[src/rtl/issue_queue.sv]
// In-order issue queue: DEPTH-entry micro-op buffer with a pending-write scoreboard feeding NUM_UNITS units.
// Latency: accept at edge E0, issue at E1, ex_valid high the cycle after E1 (minimum 2 edges).
// Backpressure: in_ready = count < DEPTH (registered only); a blocked head stalls everything behind it.
module issue_queue #(
  parameter int DEPTH     = 4,
  parameter int NUM_REGS  = 32,
  parameter int NUM_UNITS = 3,
  parameter int DATA_W    = 32,
  parameter int UOP_W     = 48,
  localparam int RAW      = $clog2(NUM_REGS),
  localparam int UW       = (NUM_UNITS > 1) ? $clog2(NUM_UNITS) : 1,
  localparam int CW       = $clog2(DEPTH) + 1
) (
  input  logic                 clock,
  input  logic                 reset,
  input  logic                 in_valid,
  output logic                 in_ready,
  input  logic [UOP_W-1:0]     in_uop,
  input  logic [UW-1:0]        in_unit,
  input  logic [RAW-1:0]       in_addra,
  input  logic [RAW-1:0]       in_addrb,
  input  logic                 in_check_a,
  input  logic                 in_check_b,
  input  logic [RAW-1:0]       in_dest,
  input  logic                 in_writereg,
  output logic [RAW-1:0]       rf_addra,
  output logic [RAW-1:0]       rf_addrb,
  input  logic [DATA_W-1:0]    rf_dataa,
  input  logic [DATA_W-1:0]    rf_datab,
  input  logic [NUM_UNITS-1:0] unit_busy,
  input  logic                 wb_valid,
  input  logic [RAW-1:0]       wb_addr,
  input  logic                 flush,
  output logic [NUM_UNITS-1:0] ex_valid,
  output logic [UOP_W-1:0]     ex_uop,
  output logic [DATA_W-1:0]    ex_rega,
  output logic [DATA_W-1:0]    ex_regb,
  output logic [RAW-1:0]       ex_dest,
  output logic                 ex_writereg,
  output logic                 iss_stall,
  output logic [CW-1:0]        count
);

  localparam int PW = $clog2(DEPTH);

  typedef struct packed {
    logic [UOP_W-1:0] uop;
    logic [UW-1:0]    unit;
    logic [RAW-1:0]   addra;
    logic [RAW-1:0]   addrb;
    logic             check_a;
    logic             check_b;
    logic [RAW-1:0]   dest;
    logic             writereg;
  } entry_t;

  entry_t               mem_q [DEPTH];
  entry_t               head;
  entry_t               enq_entry;

  logic [PW-1:0]        head_q, head_d;
  logic [PW-1:0]        tail_q, tail_d;
  logic [CW-1:0]        count_q, count_d;
  logic [NUM_REGS-1:0]  pending_q, pending_d;

  logic [NUM_UNITS-1:0] ex_valid_q, ex_valid_d;
  logic [UOP_W-1:0]     ex_uop_q;
  logic [DATA_W-1:0]    ex_rega_q;
  logic [DATA_W-1:0]    ex_regb_q;
  logic [RAW-1:0]       ex_dest_q;
  logic                 ex_writereg_q;

  logic                 head_valid;
  logic                 raw_hz;
  logic                 waw_hz;
  logic                 unit_blk;
  logic [NUM_UNITS-1:0] unit_onehot;
  logic                 do_enq;
  logic                 do_write;
  logic                 do_issue;

  assign head       = mem_q[head_q];
  assign head_valid = (count_q != '0);
  assign in_ready   = (count_q < CW'(DEPTH));
  assign do_enq     = in_valid && in_ready;
  assign do_write   = do_enq && !flush;

  assign enq_entry = '{uop: in_uop, unit: in_unit, addra: in_addra, addrb: in_addrb,
                       check_a: in_check_a, check_b: in_check_b, dest: in_dest,
                       writereg: in_writereg};

  // Hazards look only at registered pending bits, so a same-cycle writeback never unblocks the head.
  assign raw_hz = (head.check_a && pending_q[head.addra]) ||
                  (head.check_b && pending_q[head.addrb]);
  assign waw_hz = head.writereg && pending_q[head.dest];

  // Decode the head's unit index into a busy lookup and a one-hot strobe; out-of-range indices map to nothing.
  always_comb begin
    unit_blk    = 1'b0;
    unit_onehot = '0;
    for (int u = 0; u < NUM_UNITS; u++) begin
      if (head.unit == UW'(u)) begin
        unit_blk       = unit_blk | unit_busy[u];
        unit_onehot[u] = 1'b1;
      end
    end
  end

  assign iss_stall = head_valid && (raw_hz || waw_hz || unit_blk);
  assign do_issue  = head_valid && !iss_stall && !flush;

  assign rf_addra = head.addra;
  assign rf_addrb = head.addrb;

  // Next-state for pointers, occupancy, scoreboard and the execute strobe.
  always_comb begin
    head_d     = head_q;
    tail_d     = tail_q;
    count_d    = count_q;
    pending_d  = pending_q;
    ex_valid_d = '0;
    if (flush) begin
      head_d  = '0;
      tail_d  = '0;
      count_d = '0;
    end else begin
      if (do_enq) begin
        tail_d = tail_q + 1'b1;
      end
      if (do_issue) begin
        head_d     = head_q + 1'b1;
        ex_valid_d = unit_onehot;
      end
      count_d = count_q + CW'(do_enq) - CW'(do_issue);
    end
    // Writeback clears first so an issue to the same register in the same cycle wins.
    if (wb_valid) begin
      pending_d[wb_addr] = 1'b0;
    end
    if (do_issue && head.writereg) begin
      pending_d[head.dest] = 1'b1;
    end
    pending_d[0] = 1'b0;
  end

  // Queue storage; contents need no reset because occupancy gates every read.
  always_ff @(posedge clock) begin
    if (do_write) begin
      mem_q[tail_q] <= enq_entry;
    end
  end

  // Control state and the registered execute-stage outputs.
  always_ff @(posedge clock) begin
    if (reset) begin
      head_q        <= '0;
      tail_q        <= '0;
      count_q       <= '0;
      pending_q     <= '0;
      ex_valid_q    <= '0;
      ex_uop_q      <= '0;
      ex_rega_q     <= '0;
      ex_regb_q     <= '0;
      ex_dest_q     <= '0;
      ex_writereg_q <= 1'b0;
    end else begin
      head_q     <= head_d;
      tail_q     <= tail_d;
      count_q    <= count_d;
      pending_q  <= pending_d;
      ex_valid_q <= ex_valid_d;
      if (do_issue) begin
        ex_uop_q      <= head.uop;
        ex_rega_q     <= rf_dataa;
        ex_regb_q     <= rf_datab;
        ex_dest_q     <= head.dest;
        ex_writereg_q <= head.writereg;
      end
    end
  end

  assign ex_valid    = ex_valid_q;
  assign ex_uop      = ex_uop_q;
  assign ex_rega     = ex_rega_q;
  assign ex_regb     = ex_regb_q;
  assign ex_dest     = ex_dest_q;
  assign ex_writereg = ex_writereg_q;
  assign count       = count_q;

endmodule
[config.mk]
export PLATFORM = sky130hd
export DESIGN_NAME = issue_queue
export DESIGN_NICKNAME = d
export VERILOG_FILES = /design/src/rtl/issue_queue.sv
export SDC_FILE = /design/constraint.sdc
export NUM_CORES = 1
export LEC_CHECK = 0
export ABC_AREA = 1
export CAP_MARGIN = 20
export CELL_PAD_IN_SITES_DETAIL_PLACEMENT = 1
export CELL_PAD_IN_SITES_GLOBAL_PLACEMENT = 1
export CORE_AREA = 2 2 218 220
export DETAILED_ROUTE_END_ITERATION = 8
export DIE_AREA = 0 0 220 222
export GPL_ROUTABILITY_DRIVEN = 0
export HOLD_SLACK_MARGIN = 0.03
export PLACE_DENSITY = 0.84
export SYNTH_ARGS = -nofsm -noshare
export SYNTH_HDL_FRONTEND = slang
export SYNTH_SLANG_ARGS = --single-unit
export TNS_END_PERCENT = 5
[constraint.sdc]
create_clock -name clock -period 5.4 [get_ports clock]
set_clock_uncertainty 0.2 [all_clocks]
set_input_delay 1.62 -clock clock [delete_from_list [all_inputs] [get_ports clock]]
set_output_delay 1.62 -clock clock [all_outputs]
set_load 0.05 [all_outputs]
==> qor.yml <==
synth.largest_area_cell: "edfxtp_1"
die_h_um: 222
crit_top_cell: "nand2_1"
hold_path.class: "register to register"
required_ns: 3.58
antenna_left: 0
syn_inst: 1719
setup_viol: 0
synth_top_area_share_pct: 46.56
dieArea_mm2: 0.04884
slew_headroom_pct: 29.90
slew_viol_final: 0
first_global_vias: 14772
fin_nets: 2107
yosys-top-cells-count: "nand2_1, edfxtp_1, nand3_1, dfxtp_1, a21oi_1"
ios: 281
via_per_inst: 5.342
drive_above_1_share_pct: 6.730
p_per_area_mw_per_mm2: 330.1
cts_hold_buf: 0
wirelength_um: 53400
initial_core_util_pct: 37.92
hold_viol_final: 0
cts_resized: 0
worst_pin_slew_ns: 1.051
postCtsSetupBuffers: 0
arrival_ns: 3.28
whs_ns: 0.2641
crit_type: "register to output port"
vdd_drop_max_mv: 0.2815
grt_max_degree: 120
fp-row-count: 79
seq_area_frac_synth_pct: 64.94
rsz0062_at_grt: "false"
worstPathMaxFanout: 33
grt_overflow: 0
cts_htree_levels: 2
synth-edff-count: 272
reg2reg_depth: 15
dp_slack_ns: 0.4103
rrSetupSlack_ns: 1.39
clock_path_buffers: 3
core_area_mm2: 0.04626
track_usage_pct: 21.57
crit_chain: "buf_4 > nand2_1 > a32oi_2 > inv_1 > nand3_1 > o21ai_1 > a21oi_1 > nand2_1 > inv_2 > nand3_2 > nand2_1 > inv_1 > buf_4"
layout.cells.non_filler: 2601
antenna_found_initial: 7
place_inst: 2512
clk-insertion-delay-late_ns: 0.60
worst_setup_path_end_kind: "output port"
synthesis.area_mm2: 0.01754
status: "finished clean"
worstHoldPathCells: 2
clkSinkCount: 433
synth-async-reset-ratio_pct: 0
yosys_warnings: 0
clk_pin_slew_ns: 0.06
fin_ws_ns: 0.3002
drv_cap: 0
die_w_um: 220
vias: 13895
drt_iter0_markers: 870
place_hpwl_um: 33340
syn_to_final_growth_pct: 27.43
yosysUniqueCellTypes: 34
finalCriticalPeriod_ns: 5.100
start_kind: "register"
portBuffers: 280
post-synth-top-count-cell: "nand2_1"
cts_root_buf: "clkbuf_16"
first_pass_iters: 5
cts_tree: "done"
fmax_mhz: 196.1
drc: 0
wl_per_cell_um: 20.53
synth.area.top_cells: "edfxtp_1, dfxtp_1, nand2_1"
yosys_most_used_dff: "edfxtp_1"
numCtsBuffers: 48
ys_ff_latch: 433
leakage_nw: 7.839
syn_nets: 1871
cp_slowest_cell: "dfxtp_4"
synth.avg_cell_area_um2: 10.20
grt_pass1_wl_um: 82380
period_share_pct: 94.44
slowest_delay_ns: 0.55
-- cells by family after synthesis --
logic type      count (synthesis)  synth area share (%)
flops                         433                 64.94
simple gates                  767                 18.47
buf+inv                       188                 5.050
fa+ha+maj                       7                0.5421
xor+xnor                        3                0.1498
compound gates                321                 10.86
-- flip-flops by register name, summed over array words and instances, names as in the netlist, named ones only --
| register | flops |
|---|---|
| mem_q | 272 |
| ex_uop | 48 |
| ex_rega | 32 |
| ex_regb | 32 |
| pending_q | 31 |
| ex_dest | 5 |
| count | 3 |
| ex_valid | 3 |
| head_q | 2 |
| tail_q | 2 |
| ex_writereg | 1 |
-- final timing paths --
| kind | start | to |
|---|---|---|
| worst min register to register | ex_rega[9] | ex_rega[9] |
| worst max register to register | register | ex_uop[10] |
| worst max-delay path | register | iss_stall |
| worst min-delay path | ex_rega[9] | ex_rega[9] |
-- per-layer routing --
metal,vias up,track usage (%),part of all wire [%]
met5,-,0,0.056
met4,4,7.989,3.2
met3,124,4.636,6.0
met2,396,37.89,50
met1,6932,25.73,41
li1,6439,-,-
-- power by group --
group          total (mW)  switching [mW]  internal [mW]
registers            3.60          0.0243           3.58
logic               0.537           0.334          0.204
clock network        3.24            1.36           1.88
total                7.38            1.72           5.66
-- worst max-delay path: cells and delay by family, from the launching register on --
kind | cells | cell delay (ns)
AOI/OAI and AO/OA | 3 | 0.76
and+or+nand+nor | 5 | 0.55
buffers and inverters | 5 | 0.82
DFF | 1 | 0.55
-- layout by cell type, fill, tap and decap left out, types with 48 or more instances in the layout --
cell             Yosys  final
a21oi_1            158    158
a32o_1              49     49
clkdlybuf4s50_1      0    278
clkbuf_16            0     48
o21ai_0             83     83
nand2_1            451    450
nor2_1              94     90
edfxtp_1           272    272
dfxtp_1            161    160
inv_1               68     67
nand3_1            185    185
-- final cells by class --
type	instances	area [µm²]
Clock inverter	26	284.0
Fill cell	5055	23910
Clock buffer	60	1276
Antenna cell	3	7.507
Multi-Input combinational cell	1098	5325
Sequential cell	433	11390
Inverter	74	282.8
Timing Repair Buffer	300	3023
Tap cell	607	759.5
-- metrics by stage --
step	area, µm²	TNS [ns]	utilization (%)	power [mW]
after floorplan	17540	-55.50	-	3.953
after global placement	20760	0	44.88	4.183
after detailed placement	20760	0	44.88	4.206
after CTS	22320	0	48.25	7.451
after global routing	22350	0	48.30	7.611
final	22350	0	48.32	7.379
(Power assumes the default switching activity.)
